===== src/rtl/rr_arb_pkg.sv =====
// Shared constants, state encoding and helpers for the four-client round-robin arbiter.
package rr_arb_pkg;

    localparam int N_REQ = 4;
    localparam int ID_W  = 2;

    typedef enum logic {
        ST_IDLE  = 1'b0,
        ST_GRANT = 1'b1
    } arb_state_e;

    function automatic logic [N_REQ-1:0] id_to_onehot(input logic [ID_W-1:0] id);
        logic [N_REQ-1:0] oh;
        oh     = '0;
        oh[id] = 1'b1;
        return oh;
    endfunction

endpackage


===== src/rtl/rr_arb_pick_4.sv =====
// Rotating-priority pick: the client just after 'last' is favoured, 'last' itself comes last.
module rr_pick_4
    import rr_arb_pkg::*;
(
    input  logic [N_REQ-1:0] req,
    input  logic [ID_W-1:0]  last,
    output logic [ID_W-1:0]  pick_id,
    output logic             pick_valid
);

    logic [ID_W-1:0]  offset;
    logic [N_REQ-1:0] req_rot;
    logic [ID_W-1:0]  enc;

    assign offset = last + 1'b1;

    // Rotate right by offset so the highest-priority client lands on bit 0.
    always_comb begin
        req_rot = '0;
        for (int i = 0; i < N_REQ; i++) begin
            req_rot[i] = req[ID_W'(i) + offset];
        end
    end

    always_comb begin
        enc = '0;
        for (int i = N_REQ - 1; i >= 0; i--) begin
            if (req_rot[i]) begin
                enc = ID_W'(i);
            end
        end
    end

    assign pick_valid = |req;
    assign pick_id    = enc + offset;

endmodule


===== src/rtl/rr_arbiter_4.sv =====
// Four-client round-robin arbiter with registered one-hot grant, hold limit and a
// mandatory one-cycle bubble after every release.
module rr_arbiter_4
    import rr_arb_pkg::*;
#(
    parameter int MAX_HOLD = 8,
    parameter int HOLD_W   = 4
) (
    input  logic             clk,
    input  logic             rst,
    input  logic [N_REQ-1:0] req,
    output logic [N_REQ-1:0] gnt,
    output logic [ID_W-1:0]  gnt_id,
    output logic             gnt_valid
);

    localparam bit               HOLD_LIMITED = (MAX_HOLD != 0);
    localparam logic [HOLD_W-1:0] HOLD_LAST   = HOLD_LIMITED ? HOLD_W'(MAX_HOLD - 1) : '0;
    localparam logic [HOLD_W-1:0] HOLD_MAX    = '1;

    arb_state_e        state_q, state_d;
    logic [N_REQ-1:0]  gnt_q, gnt_d;
    logic [ID_W-1:0]   gnt_id_q, gnt_id_d;
    logic [ID_W-1:0]   last_q, last_d;
    logic [HOLD_W-1:0] hold_cnt_q, hold_cnt_d;

    logic [ID_W-1:0]   pick_id;
    logic              pick_valid;
    logic              release_now;

    rr_pick_4 u_pick (
        .req        (req),
        .last       (last_q),
        .pick_id    (pick_id),
        .pick_valid (pick_valid)
    );

    assign release_now = !req[gnt_id_q] || (HOLD_LIMITED && (hold_cnt_q == HOLD_LAST));

    always_comb begin
        state_d    = state_q;
        gnt_d      = gnt_q;
        gnt_id_d   = gnt_id_q;
        last_d     = last_q;
        hold_cnt_d = hold_cnt_q;

        unique case (state_q)
            ST_IDLE: begin
                if (pick_valid) begin
                    state_d    = ST_GRANT;
                    gnt_d      = id_to_onehot(pick_id);
                    gnt_id_d   = pick_id;
                    hold_cnt_d = '0;
                end
            end
            ST_GRANT: begin
                if (release_now) begin
                    // gnt_id is kept so the last winner stays visible; only gnt_valid qualifies it.
                    state_d    = ST_IDLE;
                    gnt_d      = '0;
                    last_d     = gnt_id_q;
                    hold_cnt_d = '0;
                end else if (hold_cnt_q != HOLD_MAX) begin
                    hold_cnt_d = hold_cnt_q + 1'b1;
                end
            end
            default: begin
                state_d = ST_IDLE;
                gnt_d   = '0;
            end
        endcase
    end

    always_ff @(posedge clk or posedge rst) begin
        if (rst) begin
            state_q    <= ST_IDLE;
            gnt_q      <= '0;
            gnt_id_q   <= '0;
            last_q     <= ID_W'(N_REQ - 1);
            hold_cnt_q <= '0;
        end else begin
            state_q    <= state_d;
            gnt_q      <= gnt_d;
            gnt_id_q   <= gnt_id_d;
            last_q     <= last_d;
            hold_cnt_q <= hold_cnt_d;
        end
    end

    assign gnt       = gnt_q;
    assign gnt_id    = gnt_id_q;
    assign gnt_valid = |gnt_q;

    a_gnt_onehot0: assert property (@(posedge clk) disable iff (rst) $onehot0(gnt_q));

endmodule


===== config.mk =====
export PLATFORM = sky130hd
export DESIGN_NAME = rr_arbiter_4
export DESIGN_NICKNAME = d
export VERILOG_FILES = /design/src/rtl/rr_arb_pkg.sv /design/src/rtl/rr_arb_pick_4.sv /design/src/rtl/rr_arbiter_4.sv
export SDC_FILE = /design/constraint.sdc
export NUM_CORES = 1
export LEC_CHECK = 0
export CORE_MARGIN = 4
export CORE_UTILIZATION = 51
export DETAILED_ROUTE_END_ITERATION = 8
export PLACE_DENSITY_LB_ADDON = 0.1
export SLEW_MARGIN = 20
export SYNTH_ARGS = -nofsm -noshare
export SYNTH_HDL_FRONTEND = slang
export SYNTH_SLANG_ARGS = --single-unit

===== constraint.sdc =====
create_clock -name clk -period 2.7 [get_ports clk]
set_input_delay 0.81 -clock clk [delete_from_list [all_inputs] [get_ports clk]]
set_output_delay 0.81 -clock clk [all_outputs]
set_load 0.01 [all_outputs]

==> results_dict.tcl <==
set metrics [dict create \
    cp_num_buf_inv 1 \
    critical_path.top_delay_family "simple AND/OR/NAND/NOR gates" \
    cap_violations 0 \
    start_util_pct 54.19 \
    grt_pass1_wl_um 3001 \
    n_fill_cell 120 \
    yosys_warnings 0 \
    slew_violations 0 \
    clockPowerShare_pct 10.1 \
    cts_resized 0 \
    p_comb_share_pct 57.2 \
    grt_pass1_vias 700 \
    gp_congestion 0.7926 \
    synth-seq-area-share_pct 39.70 \
    htree_levels 1 \
    row_count 14 \
    netlist_instances 86 \
    max_slew_margin_pct 67.54 \
    cts.sinks 13 \
    path_class "flip-flop to output port" \
    grt_max_degree 14 \
    p_per_area_nw_per_um2 1133 \
    cts_buffers 3 \
    syn_to_final_growth_pct 25.15 \
    synthesis.area_um2 825.8 \
    rsz0062_at_grt "false" \
    worstPathMaxFanout 3 \
    swShare_pct 42.08 \
    fp.dieH_um 48.24 \
    clk_latency_ns 0.27 \
    wire_per_inst_um 15.48 \
    avgViaCountPerCell 6.190 \
    p_switching_mw 0.4926 \
    fmax_ghz 0.3994 \
    post-route-min-period_ns 2.504 \
    post_dp_cell_area_um2 975.9 \
    seq_area_um2 327.8 \
    crit_path_cell_trace "or4_1 > clkdlybuf4s50_1" \
    hold_violations 0 \
    syn_avg_cell_area_um2 9.602 \
    finClkSkew_ns 0.005054 \
    cp_slowest_stage_delay_ns 0.52 \
    intPower_mw 0.6781 \
    crit_path_start_kind "flip-flop" \
    drcViolationCount 0 \
    drive_above_1_share_pct 24.76 \
    multi_input_area_um2 454.2 \
    status "finished clean" \
    setup_viol 0 \
    syn_nets 94 \
    postCtsHoldBufs 0 \
    fin_cells 121 \
    fin_area_um2 1033 \
    grt.overflow.total 0 \
    vias 749 \
    cts_tree "done" \
    antenna_found_initial 0 \
    place.detailed.hpwl_um 1410 \
    layout.nets 114 \
    seqPwrFrac_pct 32.7 \
    io-pin-count 13 \
    end_kind "output port" \
    dr.pass1.iters 4 \
    worst_ep_required_time_ns 1.89 \
    ys_types 36 \
    port_buffers 12 \
    dr.first_iter.drc_count 14 \
    die_w_um 48.24 \
    whs_ns 0.5308 \
    cts.clk_slew.worst_paths_ns 0.08 \
    drtAntennaViolNets 0 \
    cp.arrival_ns 1.69 \
    hold_class "flip-flop to flip-flop" \
    irDropWorstVdd_uv 809.3 \
    timing.final.crit_share_pct 92.73 \
    core_area_um2 1524 \
    cp_slowest_cell "or4_1" \
    die-area_um2 2327 \
    cts_setup_buffers 0 \
    num_antenna_cells 0 \
    clockRootBuffer "clkbuf_4" \
    p_leak_nw 0.4731 \
    tightest_slew_ns 0.4864 \
    clockBufferDepth 2 \
    synth_seq_cells 13 \
    dp_cells 117 \
    drt-total-wl_um 1873 \
    grtUsageTotal_pct 18.16 \
]
## cell type report
| cell class | count | share of cell area, % |
|---|---|---|
| clock buffer | 4 | 2.542 |
| inverter | 3 | 1.090 |
| multi-input combinational | 65 | 43.95 |
| sequential | 13 | 31.72 |
| tap | 16 | 1.937 |
| timing repair buffer | 20 | 18.77 |
## synthesized netlist by cell type
cell	instances	area, µm²
mux2_2	2	22.52
buf_2	1	5.000
a221oi_1	1	8.760
and2_2	1	7.510
or2_1	2	12.51
dfstp_2	2	52.55
or4_1	1	7.510
a32oi_1	1	8.760
nand4_1	1	6.260
inv_2	1	3.750
o21ai_1	1	5.000
dfrtp_1	11	275.3
a21o_1	1	7.510
o21ai_0	5	25.02
ha_1	2	25.02
o22ai_2	1	12.51
o32ai_1	2	17.52
a21oi_2	1	8.760
nand2_2	1	6.260
mux2_1	1	11.26
nor2_1	11	41.29
nor3_1	2	10.01
o21a_1	2	15.01
mux4_2	1	22.52
a22o_1	2	17.52
o311a_1	1	10.01
o31ai_1	1	7.510
a32o_1	1	10.01
nand2_1	8	30.03
buf_6	4	45.04
a21oi_1	5	25.02
nand3_1	3	15.01
xnor2_2	1	16.27
xnor2_1	2	17.52
nor4_1	1	6.260
inv_1	2	7.510
## tightest hold or removal path, cell delays in order (launching register included)
cell     delay, ns
dfrtp_1       0.37
nand2_1       0.05
o21ai_0       0.07
## power groups by stage
stage,clock [mW],sequential [mW],combinational (mW)
floorplan,0,0.349,0.483
global placement,0,0.380,0.610
detailed placement,0,0.382,0.639
CTS,0.123,0.381,0.642
global route,0.133,0.394,0.730
finish,0.118,0.383,0.670
## stage by stage
stage,setup WS (ns),power (mW),utilization (%),TNS [ns]
finish,0.1964,1.171,67.82,0
global route,0.1440,1.257,67.82,0
CTS,0.01152,1.146,65.76,0
detailed placement,-0.2702,1.021,64.04,-1.160
global placement,-0.2090,0.9896,64.04,-0.8705
floorplan,0.2931,0.8321,-,0
## layout by cell type, fill, tap and decap left out, drive strengths merged, types with 3 or more instances in the layout
cell           instances
dfrtp                 11
inv                    3
clkdlybuf4s50          8
o21ai                  6
nand3                  3
mux2                   3
dlymetal6s2s           4
buf                    8
clkbuf                 4
nor2                  11
a21oi                  6
xnor2                  3
nand2                  9
## cell families (layout without fill, tap and decap cells)
| logic type | count (synthesis) | count (layout) | share of synthesized area (%) |
|---|---|---|---|
| and+or+nand+nor | 31 | 31 | 17.27 |
| DFF | 13 | 13 | 39.70 |
| AOI/OAI and AO/OA | 25 | 25 | 21.67 |
| xor gates and xnor gates | 3 | 3 | 4.092 |
| muxes | 4 | 4 | 6.818 |
| buffers and inverters | 8 | 27 | 7.423 |
| adders and majority gates | 2 | 2 | 3.030 |
## flip-flops by register name (all words and copies together), names as in the netlist
register    flops
hold_cnt_q      4
gnt_id          2
state_q         1
last_q          2
gnt             4
## final timing paths
check                           from         to  slack (ns)  cells after the start
max                           gnt[3]  gnt_valid        0.20                      2
max in group asynchronous        rst  last_q[0]        1.50                      2
min reg2reg                   gnt[1]     gnt[1]        0.53                      2
max reg2reg                last_q[0]  gnt_id[1]        0.42                      8
min                           gnt[1]     gnt[1]        0.53                      2
min in group asynchronous        rst     gnt[3]        0.85                      2
## routing by layer
layer	track usage [%]	routed length, µm	up-vias	share of wire (%)
li1	-	-	352	-
met1	26.67	912	374	49
met2	28.65	881	23	47
met3	2.583	78	0	4.2
met4	3.226	0	0	0
met5	0	0	-	0
Note: power is estimated with default switching activity, not from simulation.
